<file path="src/rtl/img_window_collector.sv">
// rtl/img_window_collector.sv - assembles 3x3 window read data into a handshaked window register
module img_window_collector #(
    parameter int DATA_W = 8,
    parameter int IMG_W  = 640,
    parameter int ADDR_W = 11,
    parameter int RD_LAT = 1
) (
    input  logic                  clk,
    input  logic                  reset_n,
    input  logic                  en,
    input  logic [ADDR_W-1:0]     addr_in,
    input  logic                  tap_start,
    input  logic [DATA_W-1:0]     mem_rdata,
    output logic [9*DATA_W-1:0]   win_data,
    output logic                  win_valid,
    input  logic                  win_ready,
    output logic                  seq_err,
    output logic                  overrun,
    output logic [15:0]           win_count
);

    typedef enum logic {WAIT_START, COLLECT} state_t;

    typedef struct packed {
        logic       vld;
        logic       bad;
        logic       start;
        logic [3:0] idx;
    } tag_t;

    state_t                    state_q, state_d;
    logic [3:0]                nxt_idx_q, nxt_idx_d;
    logic [8:0][DATA_W-1:0]    asm_q, asm_d;
    logic [9*DATA_W-1:0]       win_data_q, win_data_d;
    logic                      win_valid_q, win_valid_d;
    logic                      seq_err_q, seq_err_d;
    logic                      overrun_q, overrun_d;
    logic [15:0]               win_count_q, win_count_d;
    tag_t                      pipe_q [RD_LAT];
    tag_t                      pipe_d [RD_LAT];
    tag_t                      tag;
    logic [3:0]                dec_idx;
    logic                      dec_bad;
    logic                      complete;

    always_comb begin
        dec_idx = 4'd0;
        dec_bad = 1'b1;
        for (int k = 0; k < 9; k++) begin
            if (addr_in == ADDR_W'((k / 3) * IMG_W + (k % 3))) begin
                dec_idx = 4'(k);
                dec_bad = 1'b0;
            end
        end
    end

    // Tag travels alongside the read so it lines up with mem_rdata RD_LAT cycles later.
    always_comb begin
        pipe_d[0] = {en, dec_bad, tap_start, dec_idx};
        for (int i = 1; i < RD_LAT; i++) begin
            pipe_d[i] = pipe_q[i-1];
        end
    end

    assign tag = pipe_q[RD_LAT-1];

    always_comb begin
        state_d     = state_q;
        nxt_idx_d   = nxt_idx_q;
        asm_d       = asm_q;
        win_data_d  = win_data_q;
        win_valid_d = win_valid_q;
        seq_err_d   = seq_err_q;
        overrun_d   = overrun_q;
        win_count_d = win_count_q;
        complete    = 1'b0;
        if (tag.vld) begin
            if (tag.start != (!tag.bad && tag.idx == 4'd0)) begin
                seq_err_d = 1'b1;
            end
            case (state_q)
                WAIT_START: begin
                    if (!tag.bad && tag.idx == 4'd0) begin
                        asm_d[0]  = mem_rdata;
                        nxt_idx_d = 4'd1;
                        state_d   = COLLECT;
                    end
                end
                COLLECT: begin
                    if (!tag.bad && tag.idx == nxt_idx_q) begin
                        asm_d[tag.idx] = mem_rdata;
                        if (nxt_idx_q == 4'd8) begin
                            complete = 1'b1;
                            state_d  = WAIT_START;
                        end else begin
                            nxt_idx_d = nxt_idx_q + 4'd1;
                        end
                    end else if (!tag.bad && tag.idx == 4'd0) begin
                        seq_err_d = 1'b1;
                        asm_d[0]  = mem_rdata;
                        nxt_idx_d = 4'd1;
                    end else begin
                        seq_err_d = 1'b1;
                        state_d   = WAIT_START;
                    end
                end
                default: state_d = WAIT_START;
            endcase
        end
        // A new window always wins; the held one is lost only if nobody took it this cycle.
        if (complete) begin
            if (win_valid_q && !win_ready) begin
                overrun_d = 1'b1;
            end
            win_data_d  = asm_d;
            win_valid_d = 1'b1;
            win_count_d = win_count_q + 16'd1;
        end else if (win_valid_q && win_ready) begin
            win_valid_d = 1'b0;
        end
    end

    always_ff @(posedge clk or negedge reset_n) begin
        if (!reset_n) begin
            state_q     <= WAIT_START;
            nxt_idx_q   <= 4'd0;
            asm_q       <= '0;
            win_data_q  <= '0;
            win_valid_q <= 1'b0;
            seq_err_q   <= 1'b0;
            overrun_q   <= 1'b0;
            win_count_q <= 16'd0;
            for (int i = 0; i < RD_LAT; i++) begin
                pipe_q[i] <= '0;
            end
        end else begin
            state_q     <= state_d;
            nxt_idx_q   <= nxt_idx_d;
            asm_q       <= asm_d;
            win_data_q  <= win_data_d;
            win_valid_q <= win_valid_d;
            seq_err_q   <= seq_err_d;
            overrun_q   <= overrun_d;
            win_count_q <= win_count_d;
            for (int i = 0; i < RD_LAT; i++) begin
                pipe_q[i] <= pipe_d[i];
            end
        end
    end

    assign win_data  = win_data_q;
    assign win_valid = win_valid_q;
    assign seq_err   = seq_err_q;
    assign overrun   = overrun_q;
    assign win_count = win_count_q;

endmodule

</file>
<file path="config.mk">
export PLATFORM = sky130hd
export DESIGN_NAME = img_window_collector
export DESIGN_NICKNAME = d
export VERILOG_FILES = /design/src/rtl/img_window_collector.sv
export SDC_FILE = /design/constraint.sdc
export NUM_CORES = 1
export LEC_CHECK = 0
export ABC_CLOCK_PERIOD_IN_PS = 2400
export CORE_MARGIN = 2
export CORE_UTILIZATION = 45
export CTS_BUF_LIST = sky130_fd_sc_hd__clkbuf_4 sky130_fd_sc_hd__clkbuf_8
export DETAILED_ROUTE_END_ITERATION = 10
export PLACE_DENSITY = 0.7
export REMOVE_ABC_BUFFERS = 1
export SLEW_MARGIN = 20
export SYNTH_ARGS = -nofsm -noshare
export SYNTH_HDL_FRONTEND = slang
export SYNTH_SLANG_ARGS = --single-unit
</file>
<file path="constraint.sdc">
create_clock -name clk -period 2.4 [get_ports clk]
set_input_delay 0.72 -clock clk [delete_from_list [all_inputs] [get_ports clk]]
set_output_delay 0.72 -clock clk [all_outputs]
set_load 0.03 [all_outputs]
</file>
==> results.toml <==
[run_status]
run_status = "finished, final reports clean"

[placed_design]
place_congestion = 0.858
dp_slack_ps = 139
dp_hpwl_mm = 11.4
dp.cells = 959
place_area_um2 = 8760
io_buffer_count = 114

[cts]
cts_root_buf = "clkbuf_8"
clock_sinks = 175
cts_tree = "yes"
numCtsBuffers = 17
path_clk_slew_ps = 80
h-tree-depth = 4
cts_buffer_depth = 2
insertion_delay_ps = 450

[floorplanning]
die_y_um = 131
die_w_um = 131
core_area_um2 = 15900
ios = 115
start_util_pct = 46.0
rows = 46
die_area_um2 = 17300

[critical_path]
start_kind = "flip-flop"
cp.depth = 1
crit_path_cell_trace = "clkdlybuf4s50_1"
crit_fanout = 5
critical-path-top-delay-family = "buffers and inverters"
cpPeakStageDelay_ps = 720
cp-end-kind = "output port"
crit_type = "flip-flop to output port"
worst_ep_arrival_time_ps = 1610
reg2regPathDepth = 5
required_ps = 1680
crit_path_top_delay_cell = "clkdlybuf4s50_1"
cp_num_buf_inv = 1

[global_route]
grt_usage_pct = 19.1
grt_max_degree = 66
grt-ovfl-total = 0
grt_pass1_vias = 5180
grt_antenna_before_repair = 0
grt_pass1_wl_mm = 26.6

[sta]
worst_slew_pin_slew_ps = 628
rsz0062_at_grt = "false"
setup_violations = 0
fmax_ghz = 0.429
skew_ps = 9.79
period_minus_slack_ps = 2330
slew_viol_final = 0
hold_violations = 0
maxSlewHeadroom_pct = 57.8
final.period_utilization_pct = 97.0
setup_slack_ps = 71.5
hold_slack_ps = 91.4

[yosys]
synthFlopType = "dfrtp_1"
seq_area_frac_synth_pct = 60.0
synth_area_um2 = 7300
synthArstFlopShare_pct = 100
synth_seq_cells = 175
syn_avg_cell_area_um2 = 11.3
synth-edff-count = 0
ys.warnings.count = 0
ys_types = 42
netlist_instances = 647

[detailed_routing]
vias = 5143
vias_per_cell = 5.18
drcViolationCount = 0
routed_wl_mm = 16.0
antenna_left = 0
drt_iter0_drc = 286
drtPass1Iterations = 4
wl_per_cell_um = 16.1

[finish]
layout-drive-gt1-share_pct = 14.4
final_cell_mix = "175 x dfrtp_1, 114 x nand2_1, 113 x clkdlybuf4s50_1"
final_design_area_no_fill_um2 = 9210
layout.nets = 792
fin_cells = 993
layout_commonest_cell = "dfrtp_1"
diodes = 0
syn2layout_area_growth_pct = 26.1

[pwr]
power_mw = 5.37
p_leak_nw = 4.15
power.density_nw_per_um2 = 584
ir_drop_uv = 328

[worst_hold_path]
hold_path_class = "input port to async pin"

[run]
drv_cap = 0
## final timing paths
check / start / end / slack [ps]
setup / recovery: win_count[12] / win_count[12] / 70
hold / removal: reset_n / win_count[15] / 90
setup reg to reg: pipe_q[1] / asm_q[36] / 170
hold reg to reg: asm_q[62] / asm_q[62] / 480
max in group asynchronous: reset_n / win_valid / 1590
min in group clk: asm_q[62] / asm_q[62] / 480
## report_power, final
part	switching (mW)	internal, mW
logic	0.159	0.112
clock network	1.01	1.06
registers	0.0363	3.00
## flip-flops by register name (all words and copies together), names as in the netlist
name	flops
asm_q	72
nxt_idx_q	4
overrun	1
pipe_q	7
seq_err	1
state_q	1
win_count	16
win_data	72
win_valid	1
## layer usage
metal  GRT usage (%)  share of wire [%]
met1            26.5                 47
met2            30.4                 46
met3            4.01                5.1
met4            6.22                1.3
met5               0                  0
## layout make-up
cell class | instances | area [um2]
fillers | 1327 | 6680
clock inverters | 8 | 104
multi-input cells | 420 | 2720
inverters | 15 | 56.3
repair buffers | 136 | 1370
flip-flops and latches | 175 | 4380
clock buffers | 23 | 304
well taps | 216 | 270
## per-stage QoR
step | util (%) | TNS (ps)
final | 57.9 | 0
after floorplan | - | -35150
after global routing | 57.9 | 0
after CTS | 57.7 | 0
after detailed placement | 55.1 | 0
after global placement | 55.1 | 0
## cell families after synthesis
group / count (synthesis) / synth area share, %
compound gates: 118 / 8.60
xor+xnor: 18 / 2.16
fa+ha+maj: 3 / 0.514
buf+inv: 52 / 2.95
flops: 175 / 60.0
mux: 91 / 13.3
simple gates: 190 / 12.5
## synthesized netlist by cell type (3+ instances only)
library cell / instances / area [um2]
dfrtp_1: 175 / 4380
nand2_1: 115 / 432
o21ai_0: 100 / 500
mux2_2: 49 / 552
mux2i_1: 42 / 420
clkbuf_1: 28 / 105
inv_1: 15 / 56.3
xor2_1: 14 / 123
nand3_1: 12 / 60.1
nor2_1: 12 / 45.0
nor3_1: 12 / 60.1
nor4_1: 8 / 50.1
a21oi_1: 6 / 30.0
nor2b_1: 5 / 31.3
buf_2: 4 / 20.0
nand2b_1: 4 / 25.0
nand4_1: 4 / 25.0
xnor2_1: 4 / 35.0
and3_1: 3 / 18.8
buf_1: 3 / 11.3
ha_1: 3 / 37.5
nor4b_1: 3 / 26.3
## repair_timing
item                                   CTS  global route
buffers inserted                         0             3
endpoints found under the hold margin    0             0
hold buffers                             0             0
setup endpoints to repair                0            35
gates resized for setup                  0             1
Power figures use the tool's default switching activity.
